===== src/rtl/audio_dsm.sv =====
// Audio back end: latches signed PCM, scales it to 16 bits for I2S, applies a soft-mute
// volume ramp and drives a second-order sigma-delta bitstream onto both DAC pins.
module audio_dsm #(
  parameter int IN_W      = 9,
  parameter int ACC_W     = 20,
  parameter int RAMP_LOG2 = 10
) (
  input  logic                   CLK,
  input  logic                   RESB,
  input  logic                   PCM_CE,
  input  logic signed [IN_W-1:0] PCM,
  input  logic [1:0]             SHIFT,
  input  logic                   MUTE,
  output logic signed [15:0]     PCM16,
  output logic                   PCM16_VALID,
  output logic                   DAC_L,
  output logic                   DAC_R
);

  localparam int SUM_W = ACC_W + 2;
  localparam logic [4:0] VOL_MAX = 5'd16;
  localparam logic signed [SUM_W-1:0] SAT_HI = SUM_W'((longint'(1) <<< (ACC_W - 1)) - 1);
  localparam logic signed [SUM_W-1:0] SAT_LO = -SAT_HI;
  localparam logic signed [SUM_W-1:0] FB_POS = SUM_W'(32767);
  localparam logic signed [SUM_W-1:0] FB_NEG = SUM_W'(-32768);

  // Symmetric clamp keeps the integrators from ever wrapping.
  function automatic logic signed [ACC_W-1:0] sat_acc(input logic signed [SUM_W-1:0] v);
    if (v > SAT_HI) begin
      return SAT_HI[ACC_W-1:0];
    end else if (v < SAT_LO) begin
      return SAT_LO[ACC_W-1:0];
    end else begin
      return v[ACC_W-1:0];
    end
  endfunction

  logic signed [15:0]      pcm16_q, pcm16_d;
  logic                    valid_q, valid_d;
  logic [RAMP_LOG2-1:0]    ramp_q, ramp_d;
  logic [4:0]              vol_q, vol_d;
  logic signed [ACC_W-1:0] i1_q, i1_d;
  logic signed [ACC_W-1:0] i2_q, i2_d;
  logic                    dac_q, dac_r_q, dac_d;

  logic signed [15:0]      pcm_sx;
  logic signed [15:0]      pcm_ext;
  logic                    wrap;
  logic signed [5:0]       vol_s;
  logic signed [21:0]      prod;
  logic signed [20:0]      prod21;
  logic signed [20:0]      prod_shr;
  logic signed [15:0]      x;
  logic signed [SUM_W-1:0] fb;
  logic signed [SUM_W-1:0] i1_sum;
  logic signed [SUM_W-1:0] i2_sum;

  // Capture stage: left-justify the sample into 16 bits, then attenuate.
  assign pcm_sx  = 16'(PCM);
  assign pcm_ext = pcm_sx <<< (16 - IN_W);

  always_comb begin
    pcm16_d = pcm16_q;
    valid_d = 1'b0;
    if (PCM_CE) begin
      pcm16_d = pcm_ext >>> SHIFT;
      valid_d = 1'b1;
    end
  end

  // Volume ramp: one step per counter wrap, direction follows MUTE at that edge.
  assign wrap   = &ramp_q;
  assign ramp_d = ramp_q + RAMP_LOG2'(1);

  always_comb begin
    vol_d = vol_q;
    if (wrap) begin
      if (MUTE && (vol_q != 5'd0)) begin
        vol_d = vol_q - 5'd1;
      end else if (!MUTE && (vol_q < VOL_MAX)) begin
        vol_d = vol_q + 5'd1;
      end
    end
  end

  // Gain stage: vol is 0..16 in units of 1/16, so 16 reproduces PCM16 exactly.
  assign vol_s    = {1'b0, vol_q};
  assign prod     = pcm16_q * vol_s;
  assign prod21   = prod[20:0];
  assign prod_shr = prod21 >>> 4;
  assign x        = prod_shr[15:0];

  // Modulator stage: two cascaded integrators sharing a single 1-bit feedback.
  assign fb     = dac_q ? FB_POS : FB_NEG;
  assign i1_sum = SUM_W'(i1_q) + SUM_W'(x) - fb;
  assign i1_d   = sat_acc(i1_sum);
  assign i2_sum = SUM_W'(i2_q) + SUM_W'(i1_d) - fb;
  assign i2_d   = sat_acc(i2_sum);
  assign dac_d  = ~i2_d[ACC_W-1];

  always_ff @(posedge CLK or negedge RESB) begin
    if (!RESB) begin
      pcm16_q <= '0;
      valid_q <= 1'b0;
      ramp_q  <= '0;
      vol_q   <= VOL_MAX;
      i1_q    <= '0;
      i2_q    <= '0;
      dac_q   <= 1'b0;
      dac_r_q <= 1'b0;
    end else begin
      pcm16_q <= pcm16_d;
      valid_q <= valid_d;
      ramp_q  <= ramp_d;
      vol_q   <= vol_d;
      i1_q    <= i1_d;
      i2_q    <= i2_d;
      dac_q   <= dac_d;
      dac_r_q <= dac_d;
    end
  end

  assign PCM16       = pcm16_q;
  assign PCM16_VALID = valid_q;
  assign DAC_L       = dac_q;
  assign DAC_R       = dac_r_q;

endmodule


===== config.mk =====
export PLATFORM = sky130hd
export DESIGN_NAME = audio_dsm
export DESIGN_NICKNAME = d
export VERILOG_FILES = /design/src/rtl/audio_dsm.sv
export SDC_FILE = /design/constraint.sdc
export NUM_CORES = 1
export LEC_CHECK = 0
export ABC_AREA = 1
export CAP_MARGIN = 20
export CORE_MARGIN = 3
export CORE_UTILIZATION = 35
export DETAILED_ROUTE_END_ITERATION = 8
export PLACE_DENSITY = 0.53
export SLEW_MARGIN = 10
export SYNTH_ARGS = -nofsm -noshare
export SYNTH_HDL_FRONTEND = slang
export SYNTH_SLANG_ARGS = --single-unit
export TNS_END_PERCENT = 100

===== constraint.sdc =====
create_clock -name CLK -period 9.1 [get_ports CLK]
set_input_delay 1.82 -clock CLK [delete_from_list [all_inputs] [get_ports CLK]]
set_output_delay 1.82 -clock CLK [all_outputs]
set_load 0.1 [all_outputs]

# Word-level counts from Yosys, hierarchy flattened

Index checks and enable logic that the tools add are counted.

Add/subtract/negate cells: 7
$mul: 1
Div/mod/pow operators: 0
Magnitude comparators: 5
Equality and inequality tests: 0
Shifts and indexed selects: 1
Mux-type cells: 8
Bitwise operators: 1
Reduce and logical (&&, ||, !) cells: 6

Operator list:

| kind                                                             | count |
|---|---|
| two-way mux 20 bit                                               | 4 |
| greater-than comparator 22 x 20 -> 1 bit (second input constant) | 2 |
| less-than comparator 22 x 20 -> 1 bit (second input constant)    | 2 |
| subtractor 21 x 22 -> 22 bit                                     | 2 |
| two-way mux 22 bit                                               | 1 |
| adder 20 x 16 -> 21 bit                                          | 1 |
| adder 20 x 20 -> 21 bit                                          | 1 |
| multiplier 16 x 6 -> 20 bit                                      | 1 |
| >>> shifter 16 x 2 -> 16 bit                                     | 1 |
| AND reduction 11 bit                                             | 1 |
| adder 10 x 1 -> 10 bit (second input constant)                   | 1 |
| two-way mux 5 bit                                                | 2 |
| adder 5 x 1 -> 5 bit (second input constant)                     | 1 |
| less-than comparator 5 bit (second input constant)               | 1 |
| nonzero test 5 bit                                               | 1 |
| subtractor 5 x 1 -> 5 bit (second input constant)                | 1 |
| logical AND 1 bit                                                | 2 |
| nonzero test 2 bit                                               | 1 |
| logical NOT 1 bit                                                | 1 |
| two-way mux 1 bit                                                | 1 |
| inverter 1 bit                                                   | 1 |

Register bits after elaboration: 73
Latch bits: 0
Bits in writable memories: 0
Bits in read-only memories: 0
Bits of input ports: 15
Logic and storage cells: 36
Memories: 0

# Logic depth before layout (Yosys ltp)

Gate-level depths: netlist (run 1).

Depth after elaboration: 12
Gate-level depth with buffers: 57

# Worst setup path before layout (run 1)

Ideal clock, no wire load.

Path kind: register to register
Start point: register pcm16_q[8], in the netlist PCM16[8]
End point: register i2_q[14]
Setup time: 0.117 ns
Data arrival time: 8.227 ns
Required time: 8.983 ns
Slack: 0.756 ns
Cell stages (with the launch flop): 50
Period minus slack after synthesis: 8.344 ns
Path through: dfrtp_1 > nand2_1 > inv_1 > fa_1 > inv_1 > fa_1 > fa_1 > inv_1 > ha_1 > nand2_1 > o21ai_0 > a21oi_1 > nor2_1 > nor2_1 > o21ai_0 > nand3_1 > nand2_1 > xor2_1 > (+14 left out) > fa_1 > fa_1 > nand3b_1 > nand2_1 > nand2_1 > nand2_1 > nand2_1 > nand2_1 > nand2_1 > nand3_1 > nand2_1 > nor2_1 > nand3_1 > nand2_1 > nand2_4 > buf_6 > nand2_1 > nand2_1

Longest elaborated chain between the ends: 11

Ends and longest elaborated chain:

| item                                  | line | RTL |
|---|---|---|
| start: declaration                    | 38   | `logic signed [15:0] pcm16_q, pcm16_d;` |
| start signal: assignment              | 112  | `pcm16_q <= pcm16_d;` |
| multiplier 16 x 6 -> 20 bit *         | 88   | `assign prod = pcm16_q * vol_s;` |
| adder 20 x 16 -> 21 bit *             | 95   | `assign i1_sum = SUM_W'(i1_q) + SUM_W'(x) - fb;` |
| subtractor 21 x 22 -> 22 bit *        | 95   |  |
| less-than comparator 22 x 20 -> 1 bit | 31   | `end else if (v < SAT_LO) begin` |
| two-way mux 20 bit                    | 31   |  |
| two-way mux 20 bit *                  | 29   | `if (v > SAT_HI) begin` |
| adder 20 x 20 -> 21 bit *             | 97   | `assign i2_sum = SUM_W'(i2_q) + SUM_W'(i1_d) - fb;` |
| subtractor 21 x 22 -> 22 bit *        | 97   |  |
| less-than comparator 22 x 20 -> 1 bit | 31   |  |
| two-way mux 20 bit                    | 31   |  |
| two-way mux 20 bit *                  | 29   |  |
| via i2_d[14]                          | 43   | `logic signed [ACC_W-1:0] i2_q, i2_d;` |
| end signal: assignment                | 117  | `i2_q <= i2_d;` |
| end: declaration                      | 43   |  |

The timed path passes the listed nets; every way through them passes the cells marked *.
A chain may end at the register's enable or synchronous reset.

# Worst setup path after layout (run 1)

Start point: register vol_q[2]
End point: register i2_q[10]

Longest elaborated chain between the ends: 11

Ends and longest elaborated chain:

| item                                  | line | RTL |
|---|---|---|
| start: declaration                    | 41   | `logic [4:0] vol_q, vol_d;` |
| start signal: assignment              | 115  | `vol_q <= vol_d;` |
| multiplier 16 x 6 -> 20 bit *         | 88   |  |
| adder 20 x 16 -> 21 bit *             | 95   |  |
| subtractor 21 x 22 -> 22 bit *        | 95   |  |
| less-than comparator 22 x 20 -> 1 bit | 31   |  |
| two-way mux 20 bit                    | 31   |  |
| two-way mux 20 bit *                  | 29   |  |
| via i1_d[19]                          | 42   | `logic signed [ACC_W-1:0] i1_q, i1_d;` |
| adder 20 x 20 -> 21 bit *             | 97   |  |
| subtractor 21 x 22 -> 22 bit *        | 97   |  |
| less-than comparator 22 x 20 -> 1 bit | 31   |  |
| two-way mux 20 bit                    | 31   |  |
| two-way mux 20 bit *                  | 29   |  |
| via i2_d[10]                          | 43   |  |

Marks and branches as above.

==> key figures, run 1 <==
Flow run
  – Number of max-cap violations: 0

Layout
  – Area of the multi-input gates: 6070 um^2
  – ANT cells: 0
  – Post-Layout Cell Count: 1591
  – Fillers: 2507
  – Proportion of layout cells with a drive suffix above 1: 9.67%
  – Fin nets: 1433
  – Reg area: 1740 um^2
  – Area Overhead vs Synth: 15.9%
  – Final core area utilization: 42.0%

STA
  – Final period utilization: 93.3%
  – Worst-Margin Slew: 1.00 ns
  – Final Max Tran Viols: 0
  – Max-slew headroom: 32.8%
  – Setup violators final: 0
  – Layout Skew: 0.0118 ns
  – Fin crit period: 8.49 ns
  – Hold Vio Cnt, Final: 0
  – Fmax: 118 MHz

GRT
  – GR Util All Layers: 16.3%
  – GRT Residual Overflow: 0
  – Vias in the first global route: 7433
  – Largest net degree at the start of global routing: 70
  – Initial antenna violation count: 0
  – First-pass GRT wire length: 35.8 mm

Logic synthesis
  – Synth Area per Inst: 7.15 um^2
  – Cell variety after synth: 45
  – Most used DFF post-synth: dfrtp_1
  – Top cells by area, synth: dfrtp_1, fa_1, nand2_1
  – Gate Count Post-Synth: 1213
  – YS warnings: 0
  – Top cells by count, synth: nand2_1, inv_1, ha_1
  – Seq cells post-synth: 69
  – Cell with the most instances after synthesis: nand2_1
  – Area leader, netlist: dfrtp_1
  – Mapped cell area: 8670 um^2
  – Post-synth EDFFs: 0
  – Synth top area share: 19.6%
  – Sequential-to-total area share from yosys stat: 19.9%
  – Asr flop ratio synth: 100%

Hold path
  – Hold Crit Endpoint: ramp_q[0]$_DFF_PN0_
  – Hold Crit Start: ramp_q[0]$_DFF_PN0_
  – Min-Delay Path Depth: 1
  – Worst hold path type: flip-flop to flip-flop

Floorplan
  – Die area: 26700 um^2
  – Ports: 34
  – Core ar.: 23900 um^2
  – Starting density of the core: 36.3%
  – Die Span X: 163 um
  – Num rows: 56
  – Die height: 163 um

Critical path
  – Kind of critical path: flip-flop to flip-flop
  – CP most frequent cell: nand2_1
  – Arr. time, crit path: 8.70 ns
  – Startpoint types: flip-flop
  – Critical register-to-register path startpoint: vol_q[2]$_DFFE_PN0P_
  – Slowest cell on crit path: fa_1
  – R2r worst-path depth: 44
  – Crit path max fanout: 17
  – Internal reg-to-reg setup slack: 0.61 ns
  – Worst setup EP type: flip-flop
  – Worst EP required: 9.30 ns
  – R2R Path End: i2_q[10]$_DFF_PN0_
  – CP max stage delay: 0.56 ns

Place
  – Port Buf Inserts: 29
  – Final HPWL from detailed placement: 17.2 mm
  – Placed Cells: 1561
  – Final GP Congestion: 0.893

Detailed routing
  – DRC: 0
  – Routed vias: 7326
  – Number of DRC markers in iteration 0: 363
  – Final WL: 21.0 mm
  – Routed WL per cell: 13.2 um
  – Vias per cell: 4.60
  – Post-route ant nets: 0
  – 1st-pass router iterations: 5

CTS
  – CTS tree: built
  – H-Tree Depth: 3
  – Num CTS Buffers: 9
  – Clock buffer depth: 2
  – Clk sinks: 69
  – CTS Hold Bufs: 0
  – Clock Latency Late Sink: 0.33 ns
  – Root buf cell: clkbuf_16
  – Worst-path clk slew: 0.06 ns

Outcome
  – Status: finished, final reports clean
cells in the final DEF, fill, tap and decap left out, types with 4 or more instances in the layout:
master and n:
inv_2 4, clkbuf_16 9, ha_2 6, nand3_1 57, nand2_1 381, conb_1 4
inv_1 261, o21ai_1 4, o221ai_1 4, nand3b_1 9, fa_1 74, nor2_1 59
ha_4 9, ha_1 61, nand4_1 14, a21oi_2 12, buf_4 26, o21ai_0 17
dfrtp_2 6, nand2_2 12, xor2_1 22, nor2_2 5, a21oi_1 47, xnor2_1 11
clkdlybuf4s50_1 28, nor3_1 9, nand2_4 4, mux2i_1 4, dfrtp_1 62
timing repair:
| item | CTS | global route |
|---|---|---|
| endpoints found under the setup margin | 0 | 21 |
| resized for setup | 0 | 59 |
| buffers inserted | 0 | 12 |
area by class of cell:
type,instances,area share (%)
Tap cell,319,3.97
Sequential cell,69,17.3
Clock buffer,11,2.42
Timing Repair Buffer,57,4.91
Multi-Input combinational cell,862,60.5
Inverter,268,10.1
Clock inverter,5,0.847
worst max-delay path by stage:
stage                               startpoint                 end  slack (ns)
after floorplan           PCM16[8]$_DFFE_PN0P_  i2_q[14]$_DFF_PN0_        0.76
after global routing      vol_q[0]$_DFFE_PN0P_  i2_q[14]$_DFF_PN0_       -0.03
final                     vol_q[2]$_DFFE_PN0P_  i2_q[10]$_DFF_PN0_        0.61
after CTS                 vol_q[2]$_DFFE_PN0P_  i2_q[14]$_DFF_PN0_        0.06
after global placement    vol_q[2]$_DFFE_PN0P_   i2_q[9]$_DFF_PN0_        0.22
after detailed placement  vol_q[2]$_DFFE_PN0P_  i2_q[14]$_DFF_PN0_        0.12
critical path: cells and delay by family, from the launching register on:
kind            cells  cell delay, ns
compound gates      5            0.77
xor+xnor            2            0.33
fa+ha+maj           8            3.49
buf+inv             8            1.06
flops               1            0.47
simple gates       21            2.18
metrics by stage:
| stage | worst slack [ns] | TNS, ns | cell area [um^2] | hold slack [ns] |
|---|---|---|---|---|
| after floorplan | 0.756 | 0 | 8680 | 0.421 |
| after global placement | 0.221 | 0 | 9360 | 0.448 |
| after detailed placement | 0.120 | 0 | 9360 | 0.447 |
| after CTS | 0.0606 | 0 | 9690 | 0.455 |
| after global routing | -0.0301 | -0.194 | 10000 | 0.495 |
| final | 0.607 | 0 | 10000 | 0.449 |
sequential cells by signal (all words and copies together) (netlist names):
| register | cells |
|---|---|
| DAC_R | 1 |
| PCM16 | 12 |
| PCM16_VALID | 1 |
| i1_q | 20 |
| i2_q | 20 |
| ramp_q | 10 |
| vol_q | 5 |
kinds of logic after synthesis:
family                     after synthesis  synth area share, %
buffers and inverters                  287                 13.1
adders and majority gates              151                 28.3
DFF                                     69                 19.9
and+or+nand+nor                        559                 26.8
muxes                                    4                0.462
other                                    1               0.0433
AOI/OAI and AO/OA                      105                 7.10
xor gates and xnor gates                37                 4.26
routing by layer:
metal  wire, um  global-route usage, %
met4        267                   3.46
met3        404                  0.888
met5          0                      0
met2       9400                   26.4
met1      10900                   24.3
Power of run 1 is left out: the tool's default activity adds up to more than one toggle a clock period on the data nets, which glitch-free logic cannot reach.
==> inputs of run 2 (changes only) <==
--- a/config.mk
+++ b/config.mk
@@ -6,6 +6,7 @@
 export NUM_CORES = 1
 export LEC_CHECK = 0
 export ABC_AREA = 1
+export ABC_CLOCK_PERIOD_IN_PS = 9290
 export CAP_MARGIN = 20
 export CORE_MARGIN = 3
 export CORE_UTILIZATION = 35
==> constraint.sdc (replaced) <==
create_clock -name CLK -period 9.29 [get_ports CLK]
set_input_delay 1.858 -clock CLK [delete_from_list [all_inputs] [get_ports CLK]]
set_output_delay 1.858 -clock CLK [all_outputs]
set_load 0.1 [all_outputs]
==> run 2 against run 1 <==
- worst setup slack improved by 0.11 ns
- global-route usage shrank 0.21 points
- clock skew about the same
- highest routed layer unchanged
==> key figures, run 2 (same netlist as run 1, synthesis figures left out) <==
Detailed routing
  – Routed vias: 7181 (was 7326)
  – Final WL: 20.3 mm (was 21.0 mm)
  – Routed WL per cell: 13.0 um (was 13.2 um)
  – DRC: 0 (unchanged)
  – Vias per cell: 4.57 (was 4.60)
  – Number of DRC markers in iteration 0: 302 (was 363)
  – 1st-pass router iterations: 7 (was 5)
  – Post-route ant nets: 0 (unchanged)

GRT
  – Vias in the first global route: 7258 (was 7433)
  – GR Util All Layers: 16.1% (was 16.3%)
  – First-pass GRT wire length: 35.2 mm (was 35.8 mm)
  – GRT Max-Usage Layer: met2 (unchanged)
  – Met3 global-route usage: 1.01% (was 0.888%)
  – Initial antenna violation count: 0 (unchanged)
  – Global Route met2 Usage: 25.8% (was 26.4%)
  – GRT Residual Overflow: 0 (unchanged)
  – Met1 GRT Util: 24.3% (about the same)
  – Largest net degree at the start of global routing: 70 (unchanged)

CTS
  – Worst-path clk slew: 0.07 ns (was 0.06 ns)
  – Root buf cell: clkbuf_16 (unchanged)
  – Clk sinks: 69 (unchanged)
  – H-Tree Depth: 3 (unchanged)
  – CTS tree: built (unchanged)
  – Clock Latency Late Sink: 0.34 ns (was 0.33 ns)
  – CTS Hold Bufs: 0 (unchanged)
  – Num CTS Buffers: 9 (unchanged)
  – Clock buffer depth: 2 (unchanged)

STA
  – Slack of the critical path: 0.719 ns (was 0.607 ns)
  – Max-slew headroom: 33.4% (was 32.8%)
  – Worst-Margin Slew: 0.996 ns (was 1.00 ns)
  – Final period utilization: 92.3% (was 93.3%)
  – Fmax: 117 MHz (was 118 MHz)
  – Fin crit period: 8.57 ns (was 8.49 ns)
  – Hold Vio Cnt, Final: 0 (unchanged)
  – Layout Skew: 0.0115 ns (was 0.0118 ns)
  – Final Max Tran Viols: 0 (unchanged)
  – Setup violators final: 0 (unchanged)

Layout
  – Proportion of layout cells with a drive suffix above 1: 5.68% (was 9.67%)
  – ANT cells: 0 (unchanged)
  – Post-Layout Cell Count: 1570 (was 1591)
  – Area Overhead vs Synth: 11.4% (was 15.9%)
  – Commonest non-fill, non-tap cell in the layout: nand2_1 (unchanged)
  – Fin nets: 1412 (was 1433)
  – Fin area: 9660 um^2 (was 10000 um^2)
  – Fillers: 2512 (was 2507)
  – Commonest non-fill, non-tap cells in the layout: nand2_1, inv_1, fa_1 (unchanged)

Critical path
  – Crit path max fanout: 19 (was 17)
  – Worst setup EP type: flip-flop (unchanged)
  – CP max stage delay: 0.56 ns (about the same)
  – CP most frequent cell: nand2_1 (unchanged)
  – Worst EP required: 9.50 ns (was 9.30 ns)
  – Kind of critical path: flip-flop to flip-flop (unchanged)
  – Arr. time, crit path: 8.78 ns (was 8.70 ns)
  – Startpoint types: flip-flop (unchanged)
  – Slowest cell on crit path: fa_1 (unchanged)

Outcome
  – Status: finished, final reports clean (unchanged)

Place
  – Pre-CTS setup slack: 0.174 ns (was 0.120 ns)
  – DP Area: 9280 um^2 (was 9360 um^2)
  – Placed Cells: 1550 (was 1561)
  – Final HPWL from detailed placement: 17.0 mm (was 17.2 mm)
  – Final GP Congestion: 0.830 (was 0.893)
  – Port Buf Inserts: 29 (unchanged)

Floorplan
  – Starting density of the core: 36.3% (unchanged)
  – Ports: 34 (unchanged)
  – Core ar.: 23900 um^2 (unchanged)
  – Die area: 26700 um^2 (unchanged)
  – Die height: 163 um (unchanged)
  – Num rows: 56 (unchanged)
  – Die Span X: 163 um (unchanged)

Flow run
  – Number of max-cap violations: 0 (unchanged)

Hold path
  – Worst hold path type: flip-flop to flip-flop (unchanged)
==> run 2: changes by cell type in the layout (fill, tap and decap cells not counted), moves of 3 or more <==
| cell | delta |
|---|---|
| a21oi_2 | -8 |
| a21oi_1 | +8 |
| ha_4 | -9 |
| ha_1 | +12 |
| inv_8 | +4 |
| buf_4 | -19 |
| ha_2 | -3 |
| nand2_1 | +5 |
| nand2_2 | -5 |
==> run 2: through the flow <==
stage               hold slack, ns  utilization [%]   TNS, ns
floorplan                    0.421                -         0
global placement             0.446             38.8         0
detailed placement           0.464             38.8         0
CTS                          0.476             40.1         0
global route                 0.500             40.4  -0.00607
finish                       0.478             40.4         0
==> run 2: final cells by class <==
class	count	area [um^2]	share of cell area, %
multi-input combinational	861	5870	60.8
tap	319	399	4.13
clock buffer	9	225	2.33
clock inverter	7	70.1	0.726
sequential	69	1740	18.0
timing repair buffer	37	345	3.58
inverter	268	1010	10.4
==> run 2: critical path, delay by kind of cell, from the launching register on <==
kind,cells,cell delay [ns]
xor+xnor,1,0.17
fa+ha+maj,8,3.51
compound gates,5,0.78
buf+inv,4,0.40
simple gates,31,3.06
flops,1,0.49
==> run 2: worst paths after layout <==
check | from | to | slack (ns) | cells after the start
worst max register to register | vol_q[2]$_DFFE_PN0P_ | i2_q[17]$_DFF_PN0_ | 0.72 | 49
worst min-delay path | ramp_q[0]$_DFF_PN0_ | ramp_q[0]$_DFF_PN0_ | 0.48 | 1
worst max-delay path | vol_q[2]$_DFFE_PN0P_ | i2_q[17]$_DFF_PN0_ | 0.72 | 49
worst min register to register | ramp_q[0]$_DFF_PN0_ | ramp_q[0]$_DFF_PN0_ | 0.48 | 1
min in group asynchronous | RESB | PCM16[7]$_DFFE_PN0P_ | 1.72 | 2
max in group asynchronous | RESB | vol_q[0]$_DFFE_PN0P_ | 6.94 | 2
==> run 2: per-layer routing <==
layer / routed length, um / part of all wire [%] / vias to the layer above
met5: 0 / 0 / -
met4: 146 / 0.72 / 0
li1: - / - / 3778
met3: 311 / 1.5 / 9
met2: 9070 / 45 / 61
met1: 10800 / 53 / 3333
==> run 2: what timing repair did <==
item,in CTS,in global routing
endpoints found under the setup margin,0,21
buffers inserted,0,3
resized for setup,0,22
Power of run 2 is left out for the same reason.
